===== config.mk =====
export PLATFORM = sky130hd
export DESIGN_NAME = dot_product_mac
export DESIGN_NICKNAME = d
export VERILOG_FILES = /design/src/rtl/dot_product_mac_pkg.sv /design/src/rtl/dp_operand_ram.sv /design/src/rtl/dot_product_mac.sv
export SDC_FILE = /design/constraint.sdc
export NUM_CORES = 1
export LEC_CHECK = 0
export BUFFER_PORTS_ARGS = -buffer_cell sky130_fd_sc_hd__buf_2
export CAP_MARGIN = 20
export CORE_UTILIZATION = 30
export CTS_CLUSTER_SIZE = 8
export DETAILED_ROUTE_END_ITERATION = 10
export SYNTH_ARGS = -nofsm -noshare
export SYNTH_HDL_FRONTEND = slang
export SYNTH_SLANG_ARGS = --single-unit

===== constraint.sdc =====
create_clock -name clk -period 6.5 [get_ports clk]
set_input_delay 0.975 -clock clk [delete_from_list [all_inputs] [get_ports clk]]
set_output_delay 0.975 -clock clk [all_outputs]
set_load 0.1 [all_outputs]

===== src/rtl/dot_product_mac_pkg.sv =====
// Shared FSM encoding and default parameter values for dot_product_mac.
package dot_product_mac_pkg;

    localparam int DEF_DATA_W = 8;
    localparam int DEF_DEPTH  = 16;
    localparam int DEF_ACC_W  = 32;
    localparam int DEF_SIGNED = 0;

    typedef logic [1:0] state_t;

    localparam state_t ST_IDLE   = 2'd0;
    localparam state_t ST_RUN    = 2'd1;
    localparam state_t ST_DRAIN  = 2'd2;
    localparam state_t ST_FINISH = 2'd3;

endpackage


===== src/rtl/dp_operand_ram.sv =====
// Single-write, single-registered-read operand buffer; contents are never reset.
module dp_operand_ram #(
    parameter int DATA_W = 8,
    parameter int DEPTH  = 16,
    parameter int AW     = 4
) (
    input  logic              clk,
    input  logic              we,
    input  logic [AW-1:0]     waddr,
    input  logic [DATA_W-1:0] wdata,
    input  logic              re,
    input  logic [AW-1:0]     raddr,
    output logic [DATA_W-1:0] rdata
);

    logic [DATA_W-1:0] mem [DEPTH];

    always_ff @(posedge clk) begin
        if (we) mem[waddr] <= wdata;
        if (re) rdata <= mem[raddr];
    end

endmodule


===== src/rtl/dot_product_mac.sv =====
// Buffered dot-product engine: RAM read -> product register -> accumulate.
// Define DOT_PRODUCT_MAC_SAT_EN for a saturating accumulator (default wraps).
module dot_product_mac
    import dot_product_mac_pkg::*;
#(
    parameter int DATA_W = DEF_DATA_W,
    parameter int DEPTH  = DEF_DEPTH,
    parameter int ACC_W  = DEF_ACC_W,
    parameter int SIGNED = DEF_SIGNED
) (
    input  logic                       clk,
    input  logic                       reset,
    input  logic                       wr_en,
    input  logic [$clog2(DEPTH)-1:0]   wr_addr,
    input  logic [DATA_W-1:0]          wr_data_a,
    input  logic [DATA_W-1:0]          wr_data_b,
    input  logic                       start,
    input  logic [$clog2(DEPTH):0]     len,
    output logic                       busy,
    output logic                       done,
    output logic [ACC_W-1:0]           result,
    output logic                       overflow
);

    localparam int   AW     = $clog2(DEPTH);
    localparam int   PW     = 2 * DATA_W;
    localparam int   STAGES = 1;
    localparam logic SGN    = (SIGNED != 0);
    localparam logic [AW:0] DEPTH_L = (AW+1)'(DEPTH);

    state_t            state;
    logic [AW-1:0]     rd_addr, last_addr;
    logic              drain_cnt;
    logic [STAGES:0]   vld_pipe;
    logic [ACC_W-1:0]  acc;
    logic [PW-1:0]     prod_q;

    logic              rd_en, wr_ok;
    logic [AW:0]       len_eff, len_m1;
    logic [DATA_W-1:0] a_dat, b_dat;
    logic [PW-1:0]     a_x, b_x, prod_d;
    logic [ACC_W:0]    acc_x, prod_x, sum;
    logic              add_ovf;
    logic [ACC_W-1:0]  sat_val, acc_nxt;

    assign busy    = (state != ST_IDLE);
    assign rd_en   = (state == ST_RUN);
    assign wr_ok   = wr_en && (state == ST_IDLE);
    assign len_eff = (len > DEPTH_L) ? DEPTH_L : len;
    assign len_m1  = len_eff - 1'b1;

    dp_operand_ram #(.DATA_W(DATA_W), .DEPTH(DEPTH), .AW(AW)) u_ram_a (
        .clk(clk), .we(wr_ok), .waddr(wr_addr), .wdata(wr_data_a),
        .re(rd_en), .raddr(rd_addr), .rdata(a_dat)
    );

    dp_operand_ram #(.DATA_W(DATA_W), .DEPTH(DEPTH), .AW(AW)) u_ram_b (
        .clk(clk), .we(wr_ok), .waddr(wr_addr), .wdata(wr_data_b),
        .re(rd_en), .raddr(rd_addr), .rdata(b_dat)
    );

    // Low PW bits of the product of sign/zero-extended operands give the exact product.
    assign a_x    = {{DATA_W{SGN & a_dat[DATA_W-1]}}, a_dat};
    assign b_x    = {{DATA_W{SGN & b_dat[DATA_W-1]}}, b_dat};
    assign prod_d = a_x * b_x;

    // One guard bit above ACC_W exposes carry-out (unsigned) or sign disagreement (signed).
    assign acc_x   = {SGN & acc[ACC_W-1], acc};
    assign prod_x  = {{(ACC_W+1-PW){SGN & prod_q[PW-1]}}, prod_q};
    assign sum     = acc_x + prod_x;
    assign add_ovf = SGN ? (sum[ACC_W] != sum[ACC_W-1]) : sum[ACC_W];
    assign sat_val = !SGN        ? {ACC_W{1'b1}} :
                     sum[ACC_W]  ? {1'b1, {(ACC_W-1){1'b0}}} :
                                   {1'b0, {(ACC_W-1){1'b1}}};

`ifdef DOT_PRODUCT_MAC_SAT_EN
    assign acc_nxt = overflow ? acc : (add_ovf ? sat_val : sum[ACC_W-1:0]);
`else
    assign acc_nxt = sum[ACC_W-1:0];
`endif

    always_ff @(posedge clk) begin
        if (vld_pipe[0]) prod_q <= prod_d;
    end

    always_ff @(posedge clk) begin
        if (reset) begin
            state     <= ST_IDLE;
            rd_addr   <= '0;
            last_addr <= '0;
            drain_cnt <= 1'b0;
            vld_pipe  <= '0;
            acc       <= '0;
            result    <= '0;
            overflow  <= 1'b0;
            done      <= 1'b0;
        end else begin
            done     <= 1'b0;
            vld_pipe <= {vld_pipe[STAGES-1:0], rd_en};
            if (vld_pipe[STAGES]) begin
                acc <= acc_nxt;
                if (add_ovf) overflow <= 1'b1;
            end
            case (state)
                ST_IDLE: begin
                    if (start) begin
                        acc       <= '0;
                        overflow  <= 1'b0;
                        rd_addr   <= '0;
                        last_addr <= len_m1[AW-1:0];
                        state     <= (len_eff == '0) ? ST_FINISH : ST_RUN;
                    end
                end
                ST_RUN: begin
                    if (rd_addr == last_addr) begin
                        state     <= ST_DRAIN;
                        drain_cnt <= 1'b0;
                    end else begin
                        rd_addr <= rd_addr + 1'b1;
                    end
                end
                ST_DRAIN: begin
                    if (drain_cnt) state <= ST_FINISH;
                    drain_cnt <= 1'b1;
                end
                ST_FINISH: begin
                    done   <= 1'b1;
                    result <= acc;
                    state  <= ST_IDLE;
                end
                default: state <= ST_IDLE;
            endcase
        end
    end

endmodule

After elaboration in Yosys (flattened, before gate mapping)
Memories as Yosys holds them, arrays and structs flattened. A register that Yosys moved wholly into a read port is not among the register bits.
Cells that the tools add are included.
{ "word_totals": {"register_bits": 95, "ram_bits": 256, "input_bits": 29, "n_memories": 2} }
{ "classes": {"n_addsub": 3, "multipliers": 1, "order_cmp": 1, "n_eq_ne": 8, "n_mux": 21, "n_reduce_logical": 10} }
{ "mem_list": {"columns": ["memory", "depth", "width", "read_ports", "rd_clocked_by_memory_dff", "write_ports", "line_no", "source"], "rows": [
  ["u_ram_a.mem", 16, 8, 1, 1, 1, "dp_operand_ram.sv:16", "logic [DATA_W-1:0] mem [DEPTH];"],
  ["u_ram_b.mem", 16, 8, 1, 1, 1, "dp_operand_ram.sv:16", null]
]} }
{ "ops": {"columns": ["operator", "n"], "rows": [
  ["32-bit 2-to-1 mux", 3],
  ["32-bit by 16-bit adder with 33-bit output", 1],
  ["8-bit by 8-bit multiplier with 16-bit output", 1],
  ["1-bit 2-to-1 mux", 8],
  ["2-bit 2-to-1 mux", 4],
  ["4-bit 2-to-1 mux", 2],
  ["2-bit one-hot mux with 4 select lines", 1],
  ["4-bit one-hot mux with 2 select lines", 1],
  ["2-bit != test, second input constant", 3],
  ["3-bit AND reduction", 2],
  ["2-bit nonzero test", 3],
  ["5-bit greater-than comparator, second input constant", 1],
  ["5-bit zero test", 1],
  ["5-bit 2-to-1 mux", 1],
  ["4-bit by 1-bit adder with 4-bit output, second input constant", 1],
  ["2-bit == test, second input constant", 2],
  ["4-bit == test", 1],
  ["2-bit AND reduction", 2],
  ["4-bit by 1-bit subtractor with 4-bit output, second input constant", 1],
  ["2-bit by 1-bit == test with 1-bit output, second input constant", 1],
  ["2-bit zero test", 1],
  ["2-bit by 1-bit != test with 1-bit output, second input constant", 1],
  ["1-bit one-hot mux with 2 select lines", 1],
  ["1-bit logical AND", 1]
]} }

Logic depth before layout (Yosys ltp)
{ "depth": {"word_depth": 6, "ltp_mapped": 17} }

Cells and area by module
A second synthesis with hierarchy kept.
{ "unflattened": {"cells_unflattened": 1184, "area_unflattened_um2": 17210.3} }
{ "by_module_without_submodules": {"columns": ["module", "n_inst", "cells_each", "area_per_inst_um2", "seq_area_each_um2"], "rows": [
  ["dp_operand_ram", 2, 229, 5227.5, 4083.9],
  ["dot_product_mac", 1, 726, 6755.2, 2062.0]
]} }

Worst setup path before layout
OpenSTA, ideal clock, no wires.
{ "synth_path": {"kind": "reg-to-reg", "from": "reg u_ram_a.rdata[1] (read register of u_ram_a.mem)", "to": "reg prod_q[15], data pin", "setup_time_ns": 0.260, "arrival_time_ns": 4.287, "t_required_ns": 6.240, "setup_slack_ns": 1.953, "path_stages_with_launch": 16, "n_path_buf": 0, "period_less_slack_ns": 4.547, "path_cell_list": "edfxtp_1 > and2_1 > fa_1 > fa_1 > inv_1 > fa_1 > fa_1 > inv_1 > ha_1 > o21a_1 > o31a_1 > o211ai_1 > a21oi_1 > a2111oi_1 > a21oi_1 > xnor2_1"} }
{ "synth_between": {"elab_chain_len": 1} }
{ "synth_rtl": {"columns": ["element", "line_no", "source"], "rows": [
  ["from (decl)", "dp_operand_ram.sv:13", "output logic [DATA_W-1:0] rdata"],
  ["8-bit by 8-bit multiplier with 16-bit output", "dot_product_mac.sv:65", "assign prod_d = a_x * b_x;"],
  ["via prod_d[15]", "dot_product_mac.sv:41", "logic [PW-1:0] a_x, b_x, prod_d;"],
  ["to (signal assigned)", "dot_product_mac.sv:83", "if (vld_pipe[0]) prod_q <= prod_d;"],
  ["to (decl)", "dot_product_mac.sv:36", "logic [PW-1:0] prod_q;"]
]} }
The timed path passes the listed nets, and every way through them passes these cells.
A chain may end at the register's enable or synchronous reset.

Worst setup path after layout
{ "layout_path": {"from": "reg u_ram_b.rdata[5] (read register of u_ram_b.mem)", "to": "reg prod_q[15], data pin"} }
{ "layout_between": {"elab_chain_len": 1} }
{ "layout_rtl": {"columns": ["element", "line_no"], "rows": [
  ["from (decl)", "dp_operand_ram.sv:13"],
  ["8-bit by 8-bit multiplier with 16-bit output", "dot_product_mac.sv:65"],
  ["via prod_d[15]", "dot_product_mac.sv:41"]
]} }
The timed path passes the listed nets, and every way through them passes these cells.

==> results.json <==
{
  "wl_per_cell_um": 17.8,
  "fin_util": 0.356,
  "clock.fmax_ghz": 0.200,
  "cts_root_buffer": "clkbuf_16",
  "route.met3.wl_mm": 1.65,
  "area_delta_synth_final_pct": 16.2,
  "worstMarginPinSlew_ns": 1.02,
  "finalHoldViolations": 0,
  "clock_path_buffers": 3,
  "clkTransAtPathRegs_ns": 0.05,
  "grt_max_degree": 65,
  "place_area_sq_mm": 0.0178,
  "wl_met2_mm": 16.3,
  "dieArea_sq_mm": 0.0563,
  "ys_types": 56,
  "cts_resized": 0,
  "overflow": 0,
  "yosys.area.top_type": "edfxtp_1",
  "grt_first_pass_wirelength_mm": 53.1,
  "post-route-period-util": 0.769,
  "min_path_type": "flip-flop to flip-flop",
  "skew_ns": 0.0383,
  "syn_area_sq_mm": 0.0166,
  "ys_seq_elements": 367,
  "nNetsFinal": 1310,
  "dp_slack_ns": 1.51,
  "viasPerCell": 4.76,
  "wl_met1_mm": 15.0,
  "die_y_um": 237,
  "setup_viol": 0,
  "required_ns": 6.81,
  "setup_ws_ns": 1.50,
  "first_pass_iters": 5,
  "relSlewSlack": 0.319,
  "cts.sinks": 367,
  "avgSynthCellArea_sq_um": 15.4,
  "topRoutingLayerUsed": "met5",
  "synthTopCellsByCount": "edfxtp_1, nor2_1, mux4_2, dfxtp_1",
  "yosys_warnings": 0,
  "drv_cap": 0,
  "ys.flop_type": "edfxtp_1",
  "power_density_mw_per_mm2": 448,
  "period_needed_ns": 5.00,
  "diodes": 0,
  "finalInstanceArea_sq_mm": 0.0193,
  "synthArstFlopShare": 0,
  "synth_edf_count": 288,
  "ioPinCount": 64,
  "ff2ff_path_depth": 16,
  "num_vias": 9009,
  "leakage_nw": 6.71,
  "worstSkewPairLatency_ns": 0.59,
  "cts_tree": "built",
  "fillers": 5138,
  "min_path_cells": 1,
  "netlist.area_leader.share": 0.521,
  "antenna_found_initial": 2,
  "ys_top_cells_by_area": "edfxtp_1, mux4_2, dfxtp_1",
  "finalMaxSlewViolations": 0,
  "cts_made_buffers": 52,
  "rsz0062_at_grt": "false",
  "port_buffers": 63,
  "postCtsHoldBufs": 0,
  "synth_cells": 1080,
  "end_kind": "flip-flop",
  "grt_pass1_vias": 9406,
  "drtIter0Drc": 577,
  "yosysMostFrequentCell": "edfxtp_1",
  "seq_area_frac_synth": 0.616,
  "critical_path_class": "flip-flop to flip-flop",
  "num_rows": 85,
  "wl_mm": 33.8,
  "finalSetupTns_ns": 0,
  "drive_above_1_share": 0.205,
  "hpwl_mm": 21.2,
  "syn-num-nets": 1205,
  "cp.arrival_ns": 5.30,
  "h-tree-depth": 2,
  "drc": 0,
  "initial_utilization": 0.306,
  "coreArea_sq_mm": 0.0542,
  "die_w_um": 237,
  "grtUsageTotal": 0.123,
  "hold_slack_ns": 0.482,
  "crit_path_max_fanout": 8,
  "ant_nets": 0,
  "gp_congestion": 0.779,
  "outcome": "finished, final reports clean",
  "vdd_ir_drop_max_v": 0.000287,
  "post_cts_buffers": 0,
  "crit_path_start_kind": "flip-flop"
}
## state kept, by name (all words and copies together) (netlist names)
name	cells
u_ram_b.rdata	8
prod_q	16
done	1
acc	32
u_ram_a.mem	128
last_addr	4
overflow	1
drain_cnt	1
u_ram_a.rdata	8
result	32
vld_pipe	2
state	2
u_ram_b.mem	128
rd_addr	4
## layout by cell type, fill, tap and decap left out, types with 19 or more instances in the layout
cell	netlist	layout
buf_2	5	63
mux4_2	80	80
dfxtp_1	79	77
clkbuf_16	0	52
buf_4	0	24
fa_1	37	37
xnor2_1	20	20
ha_1	59	58
a21oi_1	43	43
edfxtp_1	288	288
mux2i_1	40	40
inv_1	59	59
and2_1	56	56
nand2_1	40	40
nor2_1	85	85
o21ai_0	19	19
## final cells by class
type                    count  area [sq um]  area share
flip-flops and latches    367         10200       0.531
clock buffers              63          1350      0.0701
inverters                  59           221      0.0115
well taps                 696           871      0.0452
repair buffers             87           495      0.0257
multi-input cells         618          6030       0.312
clock inverters             4          85.1     0.00441
## report_power, final
group / internal, mW / switching [mW]
clock: 1.44 / 0.966
combinational: 1.48 / 1.75
sequential: 2.86 / 0.143
total: 5.79 / 2.85
## critical path, stage by stage (launching register included)
cell	delay, ns
edfxtp_1	0.51
nand2_1	0.13
fa_1	0.52
fa_1	0.55
inv_1	0.06
fa_1	0.54
inv_1	0.06
fa_1	0.53
inv_1	0.04
ha_1	0.33
o21a_1	0.14
o31a_1	0.13
o211ai_1	0.23
a21oi_1	0.11
a2111oi_1	0.55
a21oi_1	0.16
xnor2_1	0.16
## kinds of logic (layout without fill, tap and decap cells)
family / after synthesis / in the layout / synth area share
flops: 367 / 367 / 0.616
simple gates: 252 / 252 / 0.0756
compound gates: 120 / 120 / 0.0485
mux: 120 / 120 / 0.133
fa+ha+maj: 96 / 96 / 0.0891
buf+inv: 95 / 213 / 0.0219
xor+xnor: 30 / 30 / 0.0158
## routing by layer
layer	vias to the layer above	GRT usage
li1	4267	-
met1	4489	0.156
met2	184	0.207
met3	65	0.0250
met4	4	0.0430
met5	-	0
## path summary, 6_finish.rpt
check	from	endpoint	slack [ns]
worst max register to register	u_ram_b.rdata[5]	prod_q[15]	1.50
worst min-delay path	overflow	overflow	0.48
worst min register to register	overflow	overflow	0.48
worst max-delay path	u_ram_b.rdata[5]	prod_q[15]	1.50
## stage by stage
| step | power, mW | cells |
|---|---|---|
| global route | 9.29 | 1894 |
| finish | 8.64 | 1894 |
| floorplan | 5.62 | 1080 |
| detailed placement | 6.29 | 1826 |
| global placement | 6.22 | 1826 |
| CTS | 8.77 | 1893 |
No activity file was read; power rests on OpenSTA's default activity.
